<file path="config.mk">
export PLATFORM = sky130hd
export DESIGN_NAME = axis_perf_monitor_mc
export DESIGN_NICKNAME = d
export VERILOG_FILES = /design/src/rtl/axis_perf_monitor_mc.sv
export SDC_FILE = /design/constraint.sdc
export NUM_CORES = 1
export LEC_CHECK = 0
export BUFFER_PORTS_ARGS = -buffer_cell sky130_fd_sc_hd__buf_4
export CAP_MARGIN = 20
export CORE_UTILIZATION = 30
export CTS_BUF_LIST = sky130_fd_sc_hd__clkbuf_16
export DETAILED_ROUTE_END_ITERATION = 8
export GPL_ROUTABILITY_DRIVEN = 0
export GPL_TIMING_DRIVEN = 0
export PLACE_DENSITY = 0.49
export SLEW_MARGIN = 20
export SYNTH_ARGS = -nofsm -noshare
export SYNTH_HDL_FRONTEND = slang
export SYNTH_SLANG_ARGS = --single-unit
</file>
<file path="constraint.sdc">
create_clock -name CLK -period 3.8 [get_ports CLK]
set_input_delay 0.76 -clock CLK [delete_from_list [all_inputs] [get_ports CLK]]
set_output_delay 0.76 -clock CLK [all_outputs]
set_load 0.02 [all_outputs]
</file>
<file path="src/rtl/axis_perf_monitor_mc.sv">
// rtl/axis_perf_monitor_mc.sv - passive multi-channel AXIS performance monitor
// Per-channel beat/packet/byte/stall counters, shared window cycle count, registered readback.
module axis_perf_monitor_mc #(
  parameter int NUM_CH = 2,
  parameter int DATA_W = 512,
  parameter int CNT_W  = 32,
  localparam int KEEP_W = DATA_W / 8,
  localparam int RD_W   = (NUM_CH > 1) ? $clog2(NUM_CH) : 1
) (
  input  logic                     CLK,
  input  logic                     RST_N,
  input  logic [NUM_CH-1:0]        mon_tvalid,
  input  logic [NUM_CH-1:0]        mon_tready,
  input  logic [NUM_CH-1:0]        mon_tlast,
  input  logic [NUM_CH*KEEP_W-1:0] mon_tkeep,
  input  logic                     ctrl_start,
  input  logic                     ctrl_stop,
  input  logic                     ctrl_clear,
  input  logic [CNT_W-1:0]         pkt_target,
  input  logic [RD_W-1:0]          rd_ch,
  input  logic [2:0]               rd_sel,
  output logic [CNT_W-1:0]         rd_data,
  output logic [1:0]               mon_state,
  output logic                     mon_done
);

  typedef enum logic [1:0] {
    S_IDLE  = 2'd0,
    S_ARMED = 2'd1,
    S_RUN   = 2'd2,
    S_DONE  = 2'd3
  } state_t;

  localparam logic [CNT_W-1:0] CNT_MAX = '1;

  state_t           r_state;
  logic             r_done;
  logic [CNT_W-1:0] r_data;
  logic [CNT_W-1:0] r_cycles;
  logic [CNT_W-1:0] r_target;
  logic [CNT_W-1:0] r_beats  [NUM_CH];
  logic [CNT_W-1:0] r_pkts   [NUM_CH];
  logic [CNT_W-1:0] r_bytes  [NUM_CH];
  logic [CNT_W-1:0] r_stalls [NUM_CH];

  logic [NUM_CH-1:0] w_hs;
  logic [NUM_CH-1:0] w_stall;
  logic [NUM_CH-1:0] w_reached;
  logic              w_all_hit;
  logic [CNT_W-1:0]  w_beats_nxt  [NUM_CH];
  logic [CNT_W-1:0]  w_pkts_nxt   [NUM_CH];
  logic [CNT_W-1:0]  w_bytes_nxt  [NUM_CH];
  logic [CNT_W-1:0]  w_stalls_nxt [NUM_CH];
  logic [CNT_W-1:0]  w_rd_nxt;

  function automatic logic [CNT_W-1:0] sat_add(input logic [CNT_W-1:0] a,
                                               input logic [CNT_W-1:0] b);
    logic [CNT_W:0] s;
    s = {1'b0, a} + {1'b0, b};
    return s[CNT_W] ? CNT_MAX : s[CNT_W-1:0];
  endfunction

  // Channels that hit a nonzero target hold every counter; all_hit looks at post-update pkts.
  always_comb begin
    w_all_hit = (r_target != '0);
    for (int i = 0; i < NUM_CH; i++) begin
      w_hs[i]         = mon_tvalid[i] & mon_tready[i];
      w_stall[i]      = mon_tvalid[i] & ~mon_tready[i];
      w_reached[i]    = (r_target != '0) && (r_pkts[i] == r_target);
      w_beats_nxt[i]  = r_beats[i];
      w_pkts_nxt[i]   = r_pkts[i];
      w_bytes_nxt[i]  = r_bytes[i];
      w_stalls_nxt[i] = r_stalls[i];
      if (!w_reached[i]) begin
        w_beats_nxt[i]  = sat_add(r_beats[i], CNT_W'(w_hs[i]));
        w_pkts_nxt[i]   = sat_add(r_pkts[i], CNT_W'(w_hs[i] & mon_tlast[i]));
        w_bytes_nxt[i]  = sat_add(r_bytes[i],
                                  w_hs[i] ? CNT_W'($countones(mon_tkeep[i*KEEP_W +: KEEP_W])) : '0);
        w_stalls_nxt[i] = sat_add(r_stalls[i], CNT_W'(w_stall[i]));
      end
      if (w_pkts_nxt[i] != r_target) w_all_hit = 1'b0;
    end
  end

  always_comb begin
    w_rd_nxt = '0;
    for (int i = 0; i < NUM_CH; i++) begin
      if (rd_ch == RD_W'(i)) begin
        case (rd_sel)
          3'd0:    w_rd_nxt = r_beats[i];
          3'd1:    w_rd_nxt = r_pkts[i];
          3'd2:    w_rd_nxt = r_bytes[i];
          3'd3:    w_rd_nxt = r_stalls[i];
          default: ;
        endcase
      end
    end
    if (rd_sel == 3'd4) w_rd_nxt = r_cycles;
    if (rd_sel == 3'd5) w_rd_nxt = CNT_W'(w_reached);
  end

  always_ff @(posedge CLK or negedge RST_N) begin
    if (!RST_N) begin
      r_state  <= S_IDLE;
      r_done   <= 1'b0;
      r_data   <= '0;
      r_cycles <= '0;
      r_target <= '0;
      for (int i = 0; i < NUM_CH; i++) begin
        r_beats[i]  <= '0;
        r_pkts[i]   <= '0;
        r_bytes[i]  <= '0;
        r_stalls[i] <= '0;
      end
    end else begin
      r_data <= w_rd_nxt;
      if (ctrl_clear || ctrl_start) begin
        r_state  <= ctrl_clear ? S_IDLE : S_ARMED;
        r_done   <= 1'b0;
        r_target <= ctrl_clear ? '0 : pkt_target;
        r_cycles <= '0;
        for (int i = 0; i < NUM_CH; i++) begin
          r_beats[i]  <= '0;
          r_pkts[i]   <= '0;
          r_bytes[i]  <= '0;
          r_stalls[i] <= '0;
        end
      end else if (r_state == S_ARMED || r_state == S_RUN) begin
        for (int i = 0; i < NUM_CH; i++) begin
          r_beats[i]  <= w_beats_nxt[i];
          r_pkts[i]   <= w_pkts_nxt[i];
          r_bytes[i]  <= w_bytes_nxt[i];
          r_stalls[i] <= w_stalls_nxt[i];
        end
        if (r_state == S_ARMED) begin
          // The first handshake opens the window and is itself cycle 1.
          if (|w_hs) begin
            r_cycles <= CNT_W'(1);
            r_state  <= S_RUN;
          end
          if (ctrl_stop) begin
            r_state <= S_DONE;
            r_done  <= 1'b1;
          end
        end else begin
          r_cycles <= sat_add(r_cycles, CNT_W'(1));
          if (ctrl_stop || w_all_hit) begin
            r_state <= S_DONE;
            r_done  <= 1'b1;
          end
        end
      end
    end
  end

  assign rd_data   = r_data;
  assign mon_state = r_state;
  assign mon_done  = r_done;

endmodule

</file>
==> results.json, run 1 <==
{
  "drv_cap": 0,
  "dieArea_um2": 94700,
  "slowest_stage": "fa_2",
  "drc_errors": 0,
  "synthFlopType": "dfrtp_1",
  "dr_total_vias": 29700,
  "synth.mux.area_fraction_pct": 4.95,
  "io_pins": 210,
  "vdd_drop_max_v": 0.00149,
  "finalSetupTns_ns": -245.05,
  "cpPeakStageDelay_ns": 0.57,
  "detail_route.wirelength_mm": 133,
  "hold_viol_final": 0,
  "ys_warn_count": 0,
  "yosysSeqAreaShare_pct": 31.7,
  "path_class": "primary input to register",
  "postSynthCellCount": 3361,
  "ant_nets": 0,
  "synth_compound_area_share_pct": 21.8,
  "cts_buffer_depth": 3,
  "finalNetCount": 4084,
  "clock-sinks": 355,
  "worst-path-buf-inv": 8,
  "leakagePower_uw": 0.0156,
  "netlist_area_um2": 28000,
  "violations": "negative setup slack",
  "crit_fanout": 6,
  "synth_edf_count": 0,
  "rsz0062_at_grt": "yes",
  "dr.pass1.iters": 9,
  "async_flop_share_pct": 100,
  "synth.distinct_cells": 89,
  "post-synth-top-area-cell": "dfrtp_1",
  "synth_fa_ha_area_share_pct": 10.4,
  "critPathCaptureType": "register",
  "dp_hpwl_mm": 100,
  "finalCriticalPeriod_ns": 7.92,
  "fin_crit_sh_pct": 208,
  "ys_ff_latch": 355,
  "whs_ns": 0.157,
  "num_rows": 111,
  "cp.arrival_ns": 8.43,
  "vias_per_cell": 5.93,
  "clock_latency_ns": 0.61,
  "diodes": 0,
  "die_x_um": 308,
  "cts.clk_slew.worst_paths_ns": 0.06,
  "dp_worst_setup_slack_ns": -5.18,
  "antenna_found_initial": 3,
  "grt_max_degree": 82,
  "crit_family": "adder cells",
  "synth_xor_area_share_pct": 2.78,
  "powerDensity_nw_per_um2": 679,
  "synth.area.top_cells": "dfrtp_1 (32%), fa_1 (7.9%), a21oi_1 (5.2%)",
  "grt_pass1_vias": 28200,
  "crit_required_ns": 4.31,
  "fmax_mhz": 126,
  "fillers": 9340,
  "layout_setup_ws_ns": -4.12,
  "grtUsageTotal_pct": 27.5,
  "grt_pass1_wl_mm": 192,
  "tightest_slew_ns": 1.21,
  "hp-class": "primary input to async pin",
  "setup_viol": 67,
  "cts_tree": "yes",
  "initial_utilization_pct": 30.5,
  "synth_top_family_by_area": "compound AO/OA/AOI/OAI gates",
  "area_delta_synth_final_pct": 29.7,
  "final_layout_size_suffix_gt1_share_pct": 24.6,
  "coreArea_um2": 92100,
  "root_buffer": "clkbuf_16",
  "die-height_um": 308,
  "cts_buffers": 45,
  "synth-simple-area-share_pct": 21.3,
  "io_buffers": 204,
  "synth_nets": 3704,
  "status": "finished with violations",
  "path_common_cell": "fa_1",
  "yosys.area.top_type_share_pct": 31.7,
  "slew_viol_final": 0,
  "drt-initial-drc-count": 3793,
  "avgSynthCellArea_um2": 8.34,
  "cp-start-kind": "primary input",
  "relSlewSlack_pct": 19.6,
  "skew_ns": 0.0222,
  "grt_remaining_overflow": 0,
  "drt-wirelength-per-cell_um": 26.5,
  "h-tree-depth": 2
}
## worst register-to-register path: stages, from the launching register on
cell and delay [ns]:
dfrtp_1 0.31, buf_2 0.27, nand4_1 0.23, clkbuf_8 0.22, nor4_1 0.50, nand4_1 0.35
and3b_1 0.30, nor4_1 0.33, nand4_1 0.18, nor4_2 0.31, nand4_1 0.23, nor4_4 0.24
buf_4 0.18, a2111oi_1 0.06, nor3_1 0.17
## path summary, 6_finish.rpt
| check | start | end | slack, ns | depth (start not counted) |
|---|---|---|---|---|
| max | mon_tkeep[99] | r_bytes[25] | -4.12 | 31 |
| min | RST_N | r_bytes[57] | 0.16 | 1 |
| max reg2reg | r_pkts[35] | mon_state[1] | -0.17 | 14 |
| min reg2reg | r_stalls[42] | r_stalls[42] | 0.52 | 1 |
| max in group asynchronous | RST_N | r_beats[7] | 2.05 | 4 |
| min in group CLK | pkt_target[27] | r_target[27] | 0.41 | 3 |
## state kept, by name, indices dropped and copies added (netlist names)
| name | count |
|---|---|
| r_cycles | 32 |
| r_beats | 64 |
| rd_data | 32 |
| r_pkts | 64 |
| mon_done | 1 |
| r_bytes | 64 |
| mon_state | 2 |
| r_stalls | 64 |
| r_target | 32 |
## placed cells by master (no fill, tap or decap), drive strengths merged, types with 22 or more instances in the layout
master	Yosys	final
xnor2	63	63
mux2	31	31
dfrtp	355	355
inv	253	264
a21oi	293	293
buf	59	422
a211oi	63	63
xor2	26	26
and3	87	87
nor2b	22	22
a311oi	78	78
nand3	148	148
a221oi	33	33
o21ai	188	188
and2	25	25
nand4	73	73
a22o	53	53
and4	26	26
clkbuf	195	208
a31oi	45	45
ha	58	58
nor3	106	106
o22ai	25	25
mux2i	88	88
nor4	47	47
nand2	276	277
fa	110	110
nand2b	25	25
nor2	278	278
## cell usage after synthesis (11+ instances only)
library cell	n
a211oi_1	63
a21o_1	20
a21oi_1	293
a221oi_1	33
a22o_1	53
a311oi_1	78
a31oi_1	45
a41oi_1	15
and2_1	24
and3_1	87
and4_1	26
buf_1	14
buf_2	40
clkbuf_1	195
dfrtp_1	355
fa_1	110
ha_1	58
inv_1	253
mux2_2	31
mux2i_1	88
nand2_1	276
nand2b_1	25
nand3_1	142
nand4_1	72
nor2_1	277
nor2b_1	22
nor3_1	103
nor4_1	37
o211a_1	11
o21ai_0	185
o22ai_1	25
o31ai_1	12
or3_1	20
or4_1	12
xnor2_1	63
xor2_1	26
## layer usage
metal	vias to the layer above	track usage [%]	wire [µm]
met5	-	0	0
met4	0	10.8	6550
met3	431	7.01	15000
met2	1813	40.0	55500
met1	14500	38.5	55800
li1	13000	-	-
## final cells by class
cell class	count	area (µm²)	share of cell area [%]
plain buffers	226	1340	3.69
well taps	1243	1560	4.28
inverters	253	965	2.65
clock buffers	45	1130	3.10
repair buffers	360	3010	8.28
clock inverters	34	382	1.05
multi-input cells	2500	19000	52.4
flip-flops and latches	355	8940	24.6
## through the flow
step | cell area (µm²) | util [%] | instances | power, µW
floorplan | 28400 | - | 3361 | 14000
global placement | 31500 | 34.2 | 4808 | 17600
detailed placement | 31700 | 34.4 | 4813 | 17800
CTS | 35000 | 38.0 | 4955 | 23400
global route | 36400 | 39.5 | 5016 | 26600
finish | 36400 | 39.5 | 5016 | 24700
## repair_timing
action	4_1_cts	5_1_grt
gates cloned	4	2
hold buffers	0	0
pin swaps	89	82
setup endpoints to repair	245	177
resized for setup	303	251
setup buffers	86	66
## power by group
part           total, µW  switching, µW  internal (µW)
combinational      16100           8720           7400
clock               4540           1850           2700
sequential          4030            148           3880
total              24700          10700          14000
## kinds of logic (layout without fill, tap and decap cells)
kind of cell,count (synthesis),after routing
AO/OA/AOI/OAI,936,936
XOR/XNOR,89,89
adder cells (fa/ha/maj),168,168
buffers and inverters,507,918
flip-flops,355,355
multiplexers,126,126
AND/OR/NAND/NOR,1180,1181
Power figures use the tool's default switching activity.
==> run 2, diff against run 1 <==
Settings changed: CORE_ASPECT_RATIO set to 1.25, GPL_TIMING_DRIVEN 0 to unset.
==> run 2 against run 1 <==
The flow still finishes with violations (negative setup slack). Sequential share of layout area shrank 1.6 points. Setup slack gained 0.16 ns. Power shrank 6.6%. Combinational power shrank 8%. Utilization grew 2.2 points. Non-clock buffer count grew 312. First-iteration DRC count shrank 27%. Maximum frequency grew 2.0%. Clock skew grew 0.018 ns. Hold slack lost 0.11 ns. Critical path type unchanged. Largest cell class unchanged. Highest routed layer is now met5.
==> results.json, run 2 (same netlist as run 1, synthesis figures left out) <==
{
  "relSlewSlack_pct": 31.8,
  "num_rows": 125,
  "path_common_cell": "fa_1",
  "drt-initial-drc-count": 2770,
  "h-tree-depth": 2,
  "drv_cap": 0,
  "fmax_mhz": 129,
  "io_buffers": 209,
  "setup_viol": 67,
  "cts_buffer_depth": 3,
  "hold_viol_final": 0,
  "swShare_pct": 40.9,
  "area_delta_synth_final_pct": 38.0,
  "vias_per_cell": 5.68,
  "internal-power_uw": 13600,
  "diodes": 0,
  "grt_remaining_overflow": 0,
  "skew_ns": 0.0398,
  "finalNetCount": 4392,
  "rsz0062_at_grt": "yes",
  "powerDensity_nw_per_um2": 596,
  "violations": "negative setup slack",
  "switchingPower_uw": 9430,
  "drt-wirelength-per-cell_um": 24.4,
  "fin_util_pct": 41.7,
  "post_dp_cell_area_um2": 35300,
  "final_common_cell": "buf_4",
  "crit_fanout": 4,
  "dr.pass1.iters": 6,
  "grt_max_degree": 108,
  "dr_total_vias": 30000,
  "final_layout_size_suffix_gt1_share_pct": 32.1,
  "clock-sinks": 355,
  "combPwrFrac_pct": 64.0,
  "final_cell_mix": "buf_4 (826), dfrtp_1 (345), nand2_1 (267)",
  "slew_viol_final": 0,
  "fin_crit_sh_pct": 204,
  "cp-start-kind": "primary input",
  "cts_buffers": 42,
  "layout_setup_ws_ns": -3.96,
  "power_frac_seq_pct": 17.4,
  "leakagePower_uw": 0.0175,
  "dieArea_um2": 94700,
  "root_buffer": "clkbuf_16",
  "antenna_found_initial": 7,
  "detail_route.wirelength_mm": 129,
  "clock_latency_ns": 0.64,
  "drc_errors": 0,
  "grt_pass1_wl_mm": 189,
  "path_class": "primary input to register",
  "hp-class": "primary input to async pin",
  "die_x_um": 275,
  "critPathCaptureType": "register",
  "cts.clk_slew.worst_paths_ns": 0.09,
  "cts_tree": "yes",
  "stdcell_count": 5289,
  "dp_hpwl_mm": 99.0,
  "grt_pass1_vias": 29300,
  "grtUsageTotal_pct": 26.7,
  "ant_nets": 0,
  "power_frac_clock_pct": 18.6,
  "cp.arrival_ns": 8.30,
  "slowest_stage": "fa_1",
  "die-height_um": 344,
  "postLayoutCellArea_um2": 38700,
  "io_pins": 210,
  "crit_required_ns": 4.33,
  "cpPeakStageDelay_ns": 0.56,
  "dp_cells": 5137,
  "coreArea_um2": 92700,
  "initial_utilization_pct": 30.2,
  "tightest_slew_ns": 1.02,
  "finalCriticalPeriod_ns": 7.76,
  "status": "finished with violations",
  "vdd_drop_max_v": 0.00164
}
run 2: cell types whose count changed in the layout (fill, tap and decap cells not counted), moves of 11 or more:
cell / delta
buf_4: +488
buf_12: +11
clkbuf_4: -16
clkbuf_2: -21
dfrtp_2: -23
xnor2_1: +12
buf_2: -18
dfrtp_1: +26
clkbuf_1: -116
run 2: per-layer routing:
metal	track usage (%)	wire length, µm
met5	0	39
met2	44.2	60300
met3	4.47	9100
met4	17.6	9750
met1	31.8	49700
run 2: timing repair:
item,in CTS,in global routing
gates cloned,1,1
hold buffers,0,0
setup endpoints to repair,105,67
resized for setup,211,127
pin swaps,99,70
setup buffers,56,27
run 2: worst max-delay path: cells and delay by family:
family	cells	cell delay [ns]
buf+inv	10	0.77
fa+ha+maj	11	4.82
compound gates	9	1.19
simple gates	4	0.74
run 2: final timing paths:
kind / end / cells after the start / start / slack, ns
max: r_bytes[23] / 34 / mon_tkeep[115] / -3.96
min: r_pkts[7] / 1 / RST_N / 0.05
max reg2reg: mon_state[1] / 16 / r_target[8] / -0.18
min reg2reg: r_stalls[42] / 1 / r_stalls[42] / 0.53
max in group asynchronous: r_stalls[41] / 3 / RST_N / 2.71
min in group CLK: r_target[28] / 3 / pkt_target[28] / 0.37
run 2: cell type report:
cell class / instances / area [µm²]
Timing Repair Buffer: 898 / 7230
Inverter: 253 / 965
Multi-Input combinational cell: 2499 / 18700
Clock buffer: 42 / 1050
Tap cell: 1206 / 1510
Sequential cell: 355 / 8900
Clock inverter: 36 / 355
Fill cell: 9419 / 54000
run 2: power by group through the flow:
stage	clock network [µW]	logic, µW	registers [µW]
floorplan	0	9980	4030
global placement	0	13700	4070
detailed placement	0	14000	4070
CTS	4370	14500	4000
global route	4490	16800	4010
finish	4300	14800	4000
run 2: stage by stage:
stage,total power [µW],setup WS [ns],hold slack (ns),setup TNS (ns)
2_1_floorplan,14000,-4.46,0.452,-256.97
3_3_place_gp,17800,-4.79,0.512,-286.34
3_5_place_dp,18000,-4.88,0.510,-291.00
4_1_cts,22900,-3.97,0.0475,-237.40
5_1_grt,25300,-4.25,0.0571,-254.43
6_report,23100,-3.96,0.0472,-235.63
